`src/rtl/psr_pkg.sv`:
```
// Shared types and constants for the program status register unit.
package psr_pkg;

  // Exception entry sequencer states
  typedef enum logic [1:0] {
    IDLE   = 2'd0,
    SAVE   = 2'd1,
    SWITCH = 2'd2
  } psr_state_e;

  // Bit positions inside the 4-bit {N,Z,C,V} nibble
  localparam int NZCV_N = 3;
  localparam int NZCV_Z = 2;
  localparam int NZCV_C = 1;
  localparam int NZCV_V = 0;

  // IRQ mask bit position in the status word
  localparam int I_BIT = 7;

  // ARM condition codes
  localparam logic [3:0] COND_EQ = 4'h0;
  localparam logic [3:0] COND_NE = 4'h1;
  localparam logic [3:0] COND_CS = 4'h2;
  localparam logic [3:0] COND_CC = 4'h3;
  localparam logic [3:0] COND_MI = 4'h4;
  localparam logic [3:0] COND_PL = 4'h5;
  localparam logic [3:0] COND_VS = 4'h6;
  localparam logic [3:0] COND_VC = 4'h7;
  localparam logic [3:0] COND_HI = 4'h8;
  localparam logic [3:0] COND_LS = 4'h9;
  localparam logic [3:0] COND_GE = 4'hA;
  localparam logic [3:0] COND_LT = 4'hB;
  localparam logic [3:0] COND_GT = 4'hC;
  localparam logic [3:0] COND_LE = 4'hD;
  localparam logic [3:0] COND_AL = 4'hE;
  localparam logic [3:0] COND_NV = 4'hF;

endpackage

```
`src/rtl/psr_if.sv`:
```
// Request/status bundle between the ALU/writeback/issue side and psr_unit.
interface psr_if #(
  parameter int PSR_W  = 32,
  parameter int MODE_W = 2
);
  logic              update_flags;
  logic              carry_update;
  logic [3:0]        flags_in;
  logic              msr_wr;
  logic              msr_flags_only;
  logic [PSR_W-1:0]  msr_data;
  logic              exc_req;
  logic [MODE_W-1:0] exc_mode;
  logic              exc_ret;
  logic [3:0]        cond;
  logic              cond_pass;
  logic [PSR_W-1:0]  cpsr_out;
  logic [PSR_W-1:0]  spsr_out;
  logic [3:0]        flags_out;
  logic [MODE_W-1:0] mode_out;
  logic              irq_mask;
  logic              busy;

  modport master (
    output update_flags, carry_update, flags_in, msr_wr, msr_flags_only,
           msr_data, exc_req, exc_mode, exc_ret, cond,
    input  cond_pass, cpsr_out, spsr_out, flags_out, mode_out, irq_mask, busy
  );

  modport slave (
    input  update_flags, carry_update, flags_in, msr_wr, msr_flags_only,
           msr_data, exc_req, exc_mode, exc_ret, cond,
    output cond_pass, cpsr_out, spsr_out, flags_out, mode_out, irq_mask, busy
  );
endinterface

```
`src/rtl/cond_eval.sv`:
```
// Combinational ARM condition-code evaluator: {cond, nzcv} -> pass.
module cond_eval
  import psr_pkg::*;
(
  input  logic [3:0] cond_i,
  input  logic [3:0] nzcv_i,
  output logic       pass_o
);

  logic n, z, c, v;

  assign n = nzcv_i[NZCV_N];
  assign z = nzcv_i[NZCV_Z];
  assign c = nzcv_i[NZCV_C];
  assign v = nzcv_i[NZCV_V];

  // Decode the condition against the supplied flags
  always_comb begin
    pass_o = 1'b0;
    case (cond_i)
      COND_EQ: pass_o = z;
      COND_NE: pass_o = !z;
      COND_CS: pass_o = c;
      COND_CC: pass_o = !c;
      COND_MI: pass_o = n;
      COND_PL: pass_o = !n;
      COND_VS: pass_o = v;
      COND_VC: pass_o = !v;
      COND_HI: pass_o = c && !z;
      COND_LS: pass_o = !c || z;
      COND_GE: pass_o = (n == v);
      COND_LT: pass_o = (n != v);
      COND_GT: pass_o = !z && (n == v);
      COND_LE: pass_o = z || (n != v);
      COND_AL: pass_o = 1'b1;
      default: pass_o = 1'b0;
    endcase
  end

endmodule

```
`src/rtl/psr_unit.sv`:
```
// Program status register: CPSR plus one banked SPSR per privileged mode.
// Optional macro FLAG_FWD_EN: cond_pass sees same-cycle flag writes.
//
// state  | meaning
// IDLE   | accepting flag/MSR/return/exception requests
// SAVE   | copying CPSR into SPSR[target]
// SWITCH | entering target mode with IRQs masked
module psr_unit
  import psr_pkg::*;
#(
  parameter int PSR_W      = 32,
  parameter int MODE_W     = 2,
  parameter int N_MODES    = 4,
  parameter int RESET_MODE = 1
) (
  input logic clk,
  input logic reset,
  psr_if.slave bus
);

  psr_state_e        state_q, state_d;
  logic [MODE_W-1:0] mode_q, mode_d;
  logic [MODE_W-1:0] target_q, target_d;
  logic [3:0]        nzcv_q, nzcv_d;
  logic              i_q, i_d;
  logic [PSR_W-1:0]  spsr_q [N_MODES];
  logic              spsr_we;
  logic [PSR_W-1:0]  cpsr;
  logic [PSR_W-1:0]  cur_spsr;
  logic [3:0]        flag_upd;
  logic [3:0]        cond_nzcv;
  logic              exc_ok, ret_ok, msr_mode_ok;
  logic              msr_unused;

  // Only NZCV, I and mode are architected; remaining MSR bits are dropped
  assign msr_unused = ^{bus.msr_data[PSR_W-5:I_BIT+1], bus.msr_data[I_BIT-1:MODE_W]};

  assign exc_ok      = bus.exc_req && (bus.exc_mode != '0) && (int'(bus.exc_mode) < N_MODES);
  assign ret_ok      = bus.exc_ret && (mode_q != '0);
  assign msr_mode_ok = int'(bus.msr_data[MODE_W-1:0]) < N_MODES;

  // ALU flag write: a full update overrides the carry-only update
  always_comb begin
    flag_upd = nzcv_q;
    if (bus.update_flags) begin
      flag_upd = bus.flags_in;
    end else if (bus.carry_update) begin
      flag_upd[NZCV_C] = bus.flags_in[NZCV_C];
    end
  end

  // Assemble the architected status word; unlisted bits read zero
  always_comb begin
    cpsr                  = '0;
    cpsr[PSR_W-1 -: 4]    = nzcv_q;
    cpsr[I_BIT]           = i_q;
    cpsr[MODE_W-1:0]      = mode_q;
  end

  // User mode has no banked copy
  assign cur_spsr = (mode_q == '0) ? '0 : spsr_q[mode_q];

  // Next-state and request arbitration; requests only accepted in IDLE
  always_comb begin
    state_d  = state_q;
    target_d = target_q;
    nzcv_d   = nzcv_q;
    i_d      = i_q;
    mode_d   = mode_q;
    spsr_we  = 1'b0;
    case (state_q)
      IDLE: begin
        if (exc_ok) begin
          target_d = bus.exc_mode;
          nzcv_d   = flag_upd;
          state_d  = SAVE;
        end else if (ret_ok) begin
          nzcv_d = cur_spsr[PSR_W-1 -: 4];
          i_d    = cur_spsr[I_BIT];
          mode_d = cur_spsr[MODE_W-1:0];
        end else if (bus.msr_wr) begin
          nzcv_d = bus.msr_data[PSR_W-1 -: 4];
          if (!bus.msr_flags_only) begin
            i_d = bus.msr_data[I_BIT];
            if (msr_mode_ok) mode_d = bus.msr_data[MODE_W-1:0];
          end
        end else begin
          nzcv_d = flag_upd;
        end
      end
      SAVE: begin
        spsr_we = 1'b1;
        state_d = SWITCH;
      end
      SWITCH: begin
        mode_d  = target_q;
        i_d     = 1'b1;
        state_d = IDLE;
      end
      default: state_d = IDLE;
    endcase
  end

  // State, CPSR and banked SPSR registers
  always_ff @(posedge clk or posedge reset) begin
    if (reset) begin
      state_q  <= IDLE;
      target_q <= '0;
      nzcv_q   <= '0;
      i_q      <= 1'b1;
      mode_q   <= MODE_W'(RESET_MODE);
      for (int k = 0; k < N_MODES; k++) spsr_q[k] <= '0;
    end else begin
      state_q  <= state_d;
      target_q <= target_d;
      nzcv_q   <= nzcv_d;
      i_q      <= i_d;
      mode_q   <= mode_d;
      if (spsr_we) spsr_q[target_q] <= cpsr;
    end
  end

`ifdef FLAG_FWD_EN
  assign cond_nzcv = nzcv_d;
`else
  assign cond_nzcv = nzcv_q;
`endif

  cond_eval u_cond_eval (
    .cond_i (bus.cond),
    .nzcv_i (cond_nzcv),
    .pass_o (bus.cond_pass)
  );

  assign bus.cpsr_out  = cpsr;
  assign bus.spsr_out  = cur_spsr;
  assign bus.flags_out = nzcv_q;
  assign bus.mode_out  = mode_q;
  assign bus.irq_mask  = i_q;
  assign bus.busy      = (state_q != IDLE);

endmodule

```
`src/flat_wrapper.sv`:
```
// flat-port wrapper written by rule: the top's interface ports become plain ports
module psr_unit_flat import psr_pkg::*;
#(
  parameter int PSR_W      = 32,
  parameter int MODE_W     = 2,
  parameter int N_MODES    = 4,
  parameter int RESET_MODE = 1
)
  (clk, reset, bus_update_flags, bus_carry_update, bus_flags_in, bus_msr_wr, bus_msr_flags_only, bus_msr_data, bus_exc_req, bus_exc_mode, bus_exc_ret, bus_cond, bus_cond_pass, bus_cpsr_out, bus_spsr_out, bus_flags_out, bus_mode_out, bus_irq_mask, bus_busy);
  psr_if #(.PSR_W(PSR_W), .MODE_W(MODE_W)) bus_i ();
  input logic clk;
  input logic reset;
  input wire logic [$bits(bus_i.update_flags)-1:0] bus_update_flags;
  input wire logic [$bits(bus_i.carry_update)-1:0] bus_carry_update;
  input wire logic [$bits(bus_i.flags_in)-1:0] bus_flags_in;
  input wire logic [$bits(bus_i.msr_wr)-1:0] bus_msr_wr;
  input wire logic [$bits(bus_i.msr_flags_only)-1:0] bus_msr_flags_only;
  input wire logic [$bits(bus_i.msr_data)-1:0] bus_msr_data;
  input wire logic [$bits(bus_i.exc_req)-1:0] bus_exc_req;
  input wire logic [$bits(bus_i.exc_mode)-1:0] bus_exc_mode;
  input wire logic [$bits(bus_i.exc_ret)-1:0] bus_exc_ret;
  input wire logic [$bits(bus_i.cond)-1:0] bus_cond;
  output wire logic [$bits(bus_i.cond_pass)-1:0] bus_cond_pass;
  output wire logic [$bits(bus_i.cpsr_out)-1:0] bus_cpsr_out;
  output wire logic [$bits(bus_i.spsr_out)-1:0] bus_spsr_out;
  output wire logic [$bits(bus_i.flags_out)-1:0] bus_flags_out;
  output wire logic [$bits(bus_i.mode_out)-1:0] bus_mode_out;
  output wire logic [$bits(bus_i.irq_mask)-1:0] bus_irq_mask;
  output wire logic [$bits(bus_i.busy)-1:0] bus_busy;
  assign bus_i.update_flags = bus_update_flags;
  assign bus_i.carry_update = bus_carry_update;
  assign bus_i.flags_in = bus_flags_in;
  assign bus_i.msr_wr = bus_msr_wr;
  assign bus_i.msr_flags_only = bus_msr_flags_only;
  assign bus_i.msr_data = bus_msr_data;
  assign bus_i.exc_req = bus_exc_req;
  assign bus_i.exc_mode = bus_exc_mode;
  assign bus_i.exc_ret = bus_exc_ret;
  assign bus_i.cond = bus_cond;
  assign bus_cond_pass = bus_i.cond_pass;
  assign bus_cpsr_out = bus_i.cpsr_out;
  assign bus_spsr_out = bus_i.spsr_out;
  assign bus_flags_out = bus_i.flags_out;
  assign bus_mode_out = bus_i.mode_out;
  assign bus_irq_mask = bus_i.irq_mask;
  assign bus_busy = bus_i.busy;
  psr_unit #(.PSR_W(PSR_W), .MODE_W(MODE_W), .N_MODES(N_MODES), .RESET_MODE(RESET_MODE)) u_core (.clk(clk), .reset(reset), .bus(bus_i));
endmodule
```
`config.mk`:
```
export PLATFORM = sky130hd
export DESIGN_NAME = psr_unit_flat
export DESIGN_NICKNAME = d
export VERILOG_FILES = /design/src/rtl/psr_pkg.sv /design/src/rtl/psr_if.sv /design/src/rtl/cond_eval.sv /design/src/rtl/psr_unit.sv /design/src/flat_wrapper.sv
export SDC_FILE = /design/constraint.sdc
export NUM_CORES = 1
export LEC_CHECK = 0
export CORE_UTILIZATION = 41
export CTS_CLUSTER_DIAMETER = 100
export CTS_CLUSTER_SIZE = 8
export DETAILED_ROUTE_END_ITERATION = 8
export GPL_ROUTABILITY_DRIVEN = 0
export HOLD_SLACK_MARGIN = 0.1
export PLACE_DENSITY = 0.9
export SLEW_MARGIN = 20
export SYNTH_ARGS = -nofsm -noshare
export SYNTH_HDL_FRONTEND = slang
export SYNTH_HIERARCHICAL = 1
export SYNTH_SLANG_ARGS = --single-unit
```
`constraint.sdc`:
```
create_clock -name clk -period 2.1 [get_ports clk]
set_input_delay 0.21 -clock clk [delete_from_list [all_inputs] [get_ports clk]]
set_output_delay 0.21 -clock clk [all_outputs]
set_load 0.05 [all_outputs]
```
== Word level (Yosys, flattened, before mapping) ==
Index checks and enable logic that the tools add are counted.
W data, S select, Z words.

* Output and inout port bits: 73
* Logic and storage cells: 84
* Flip-flop bits (word level): 139

* Equal/unequal tests: 22
* Reduce and logical (&&, ||, !) cells: 20
* Magnitude comparators: 3
* Bitwise logic cells: 2
* Multiplexer cells: 28

{| class="wikitable"
|+ Operators by type and width
! cell !! number
|-
| $bwmux W128 || 1
|-
| $mux W32 || 4
|-
| $bmux W32 S2 || 1
|-
| $demux W32 S2 || 1
|-
| $eq A4 B4 Y1 const B || 7
|-
| $eq A4 B3 Y1 const B || 4
|-
| $pmux W1 S15 || 1
|-
| $mux W2 || 6
|-
| $mux W4 || 3
|-
| $eq A4 B2 Y1 const B || 2
|-
| $mux W1 || 8
|-
| $pmux W2 S2 || 2
|-
| $reduce_bool A2 Y1 || 4
|-
| $ge A3 B3 Y1 const B || 2
|-
| $ne A3 B2 Y1 const B || 2
|-
| $not A2 Y3 || 2
|-
| $logic_and A1 B1 Y1 || 5
|-
| $eq A4 B1 Y1 const B || 1
|-
| $logic_not A1 Y1 || 4
|-
| $logic_not A2 Y1 || 2
|-
| $logic_not A4 Y1 || 1
|-
| $reduce_and A4 Y1 || 1
|-
| $lt A3 B1 Y1 const B || 1
|-
| $eq A2 B1 Y1 const B || 1
|-
| other kinds (8) || 9
|}

== Depth between registers and ports, before layout ==
* Depth in word-level cells: 8
* Depth in mapped cells: 6

== Hierarchy ==
The synthesis kept the hierarchy.

{| class="wikitable"
|+ By module, submodules not included
! module !! instances !! area an instance (µm²) !! cells each
|-
| psr_unit || 1 || 2371.0 || 220
|-
| cond_eval || 1 || 193.9 || 28
|}

== Worst setup path after synthesis ==
No wires, ideal clock.

* Path kind: register to output
* From: register u_core.mode_q[0] (netlist: u_core/bus.mode_out[0])
* To: output bus_spsr_out[0]
* Cell stages (with the launch flop): 5
* Data required time: 1.890 ns
* Arrival time: 2.231 ns
* Path buffers: 2
* Setup slack: -0.341 ns
* Cells stage by stage: dfstp_2 -> buf_4 -> buf_4 -> inv_1 -> o21ai_0

* Longest elaborated chain between the ends: 5
* Elaborated cells between the ends (all ways): 6

{| class="wikitable"
|+ Ends and longest elaborated chain
! item !! line !! RTL
|-
| from (decl) || psr_unit.sv:22 || <nowiki>logic [MODE_W-1:0] mode_q, mode_d;</nowiki>
|-
| from (signal assigned) || psr_unit.sv:111 || <nowiki>mode_q <= MODE_W'(RESET_MODE);</nowiki>
|-
| from (signal assigned) || psr_unit.sv:118 || <nowiki>mode_q <= mode_d;</nowiki>
|-
| $not A2 Y3 (not written as such) || psr_unit.sv:61 || <nowiki>assign cur_spsr = (mode_q == '0) ? '0 : spsr_q[mode_q];</nowiki>
|-
| $bmux W32 S2 || psr_unit.sv:61 ||
|-
| $mux W32 (not written as such) (2 in series) || psr_unit.sv:61 ||
|-
| $mux W32 (*) || psr_unit.sv:61 ||
|-
| to (decl) || flat_wrapper.sv:25 || <nowiki>output wire logic [$bits(bus_i.spsr_out)-1:0] bus_spsr_out;</nowiki>
|}

Mark *: on every way between the ends. The rest lies on a longest branch, timed or not. The select of a mux whose other input is x is not followed.

== Final worst setup path ==
* From: register u_core.mode_q[0] (netlist: u_core/bus.mode_out[0])
* To: output bus_spsr_out[7]

The elaborated chain is that of the path after synthesis.

==> metrics.md <==
| Metric | Value |
|---|---|
| Initial antenna violation count | 0 |
| Cts bufs inserted | 5 |
| CTS Buffer Depth | 2 |
| # DRC | 0 |
| Post-Syn Area per Cell | 10.3 um^2 |
| Kind of critical path | flop to output pin |
| Worst setup path start | u_core/bus.mode_out[0]$_DFFE_PP1P_ |
| First-pass GRT wire length | 8450 um |
| DR iter-0 viols | 193 |
| Reg area | 933 um^2 |
| Synth cell types | 51 |
| Seq/Total Area, Yosys | 36.2% |
| Vias in the first global route | 1727 |
| H-tree Lvls | 2 |
| Leading area contributor after synthesis | dfrtp_1 |
| Largest net degree at the start of global routing | 38 |
| Worst-case clock skew | 4.68 ps |
| Grt ovf | 0 |
| Worst Setup End Kind | output pin |
| Post-detailed-route count of antenna-violating nets | 0 |
| Die height | 81.1 um |
| Placed cell area | 0.00290 mm^2 |
| Port Buffer Count | 47 |
| Top cells by area, synth | dfrtp_1 34%, buf_4 17%, mux2_2 11%, mux4_2 4.4%, mux2i_1 2.7% |
| Fin. max-slew vios | 0 |
| Worst skew pair latency | 290 ps |
| Leakage | 1.39 nW |
| Number of core rows | 28 |
| Most frequent cells in the layout | 50 x conb_1, 33 x clkdlybuf4s50_1, 31 x dfrtp_1, 26 x mux2_2, 21 x buf_4 |
| Critical Path AT | 1840 ps |
| F_max | 488 MHz |
| Fin cells | 374 |
| Clk slew on worst S/H paths | 70 ps |
| Post-synth top flop | dfrtp_1 |
| Fin area | 0.00308 mm^2 |
| Setup TNS | 0 ps |
| Final hold vios | 0 |
| Synthesized flop and latch total | 37 |
| Top-area cell type share of the netlist area | 34.1% |
| Worst hold margin | 322 ps |
| Max-cap viol count | 0 |
| Period utilization | 97.7% |
| Final WL | 5450 um |
| Final min period | 2050 ps |
| Max transition margin | 66.6% |
| Net count, final | 348 |
| Core Region | 0.00599 mm^2 |
| Slew @ Worst Pin | 500 ps |
| Run status | complete, no violations |
| Post-synth EDFFs | 0 |
| CTS tree | yes |
| GRT Resource Usage Total | 17.4% |
| Most common cell after layout, fill and taps aside | conb_1 |
| Placed Cells | 361 |
| CTS Root Cell | clkbuf_8 |
| Crit path launch type | flop |
| # IOs | 123 |
| Initial DRT Pass Iterations | 4 |
| Vias per cell | 5.02 |
| Final setup violation count | 0 |
| CTS Hold Buffers Added | 0 |
| Dpl hpwl | 3850 um |
| Synth-to-layout area growth | 20.1% |
| Dpl ws | 10.3 ps |
| Post-Syn Instances | 248 |
| Full die area | 0.00658 mm^2 |
| Sink Count | 37 |
| Initial Util | 42.8% |
| Worst vdd ir | 1090 uV |
| Crit Reg-Reg Startpoint | u_core/bus.mode_out[0]$_DFFE_PP1P_ |
| Synth warn | 6 |
| Share of layout cells above drive strength 1 | 30.1% |
| Worst hold path type | input pin to async pin |
| Vias | 1878 |
| Drt wl/cell | 14.6 um |
| Fillers | 516 |
| RSZ-0062 raised after global routing | yes |
| ANT cells | 0 |
| Max FO, Critical Path | 8 |
| Setup WS post-layout | 48.8 ps |
| Total chip power | 4.96 mW |
| Layout Utilization | 51.4% |
| Die width | 81.1 um |
| Mapped Area | 0.00256 mm^2 |
| Multi-input logic area | 0.00135 mm^2 |
| Pwr Density | 1610 mW/mm^2 |
| Worst Path Required | 1890 ps |
| Ys async rst share | 100% |
cell families after synthesis:
group,count (synthesis),share of synthesized area [%]
other,1,0.146
AO/OA/AOI/OAI,43,11.2
flip-flops,37,36.2
multiplexers,39,19.1
XOR/XNOR,2,0.976
buffers and inverters,74,20.0
AND/OR/NAND/NOR,52,12.3
synth_stat cells (2+ instances only):
cell type   n
o221ai_1    2
buf_2       5
dfstp_2     2
nand2_1    14
nor2b_1     7
nand3_1     5
nor2_1      4
dfrtp_1    35
a21oi_1     7
clkbuf_1    2
o211ai_1    2
inv_1       6
a211o_1     2
a22oi_1     4
buf_4      59
mux2i_1     7
o21ai_0    11
o22ai_1     3
a32oi_1     3
o21a_1      2
mux4_2      5
mux2_2     26
nor3_1      4
nand2b_1    4
metal layers:
metal  GRT usage [%]  part of all wire, %  up-vias
li1                -                    -      865
met1            22.2                   43      900
met2            27.3                   48      101
met3            5.06                  6.8       12
met4            7.50                  1.9        0
met5               0                    0        -
flip-flops by register name, summed over array words and instances (netlist names):
| register | count |
|---|---|
| u_core/bus.mode_out | 2 |
| u_core/state_q | 2 |
| u_core/bus.flags_out | 4 |
| u_core/spsr_q | 26 |
| u_core/bus.irq_mask | 1 |
| u_core/target_q | 2 |
power breakdown:
group	internal (mW)	leakage [nW]	total [mW]	switching, mW
sequential	1.04	0.451	1.38	0.337
combinational	1.29	0.896	3.06	1.78
clock	0.268	0.0455	0.516	0.249
path summary, 6_finish.rpt:
| kind | end | slack [ps] | depth (start not counted) |
|---|---|---|---|
| setup / recovery | bus_spsr_out[7] | 50 | 3 |
| setup reg to reg | u_core/bus.mode_out[0]$_DFFE_PP1P_ | 360 | 4 |
| hold / removal | u_core/spsr_q[103]$_DFFE_PP0P_ | 320 | 3 |
| hold reg to reg | u_core/spsr_q[0]$_DFFE_PP0P_ | 500 | 2 |
| max in group asynchronous | u_core/bus.flags_out[0]$_DFFE_PP0P_ | 1430 | 3 |
| min in group clk | u_core/spsr_q[0]$_DFFE_PP0P_ | 500 | 2 |
worst max-delay path: stages, from the launching register on:
cell	delay [ps]
dfstp_2	670
mux4_2	560
nor2b_4	150
buf_6	160
cell type report:
cell class                 instances  area share [%]
multi-input combinational        186            43.6
tap                               75            3.05
clock buffer                       8            2.92
timing repair buffer              62            19.4
inverter                           6           0.731
sequential                        37            30.3
repair_timing:
item	CTS	global route
resized for setup	5	13
buffers inserted	3	2
pin swaps	0	2
endpoints found under the setup margin	6	7
(Power assumes the default switching activity.)
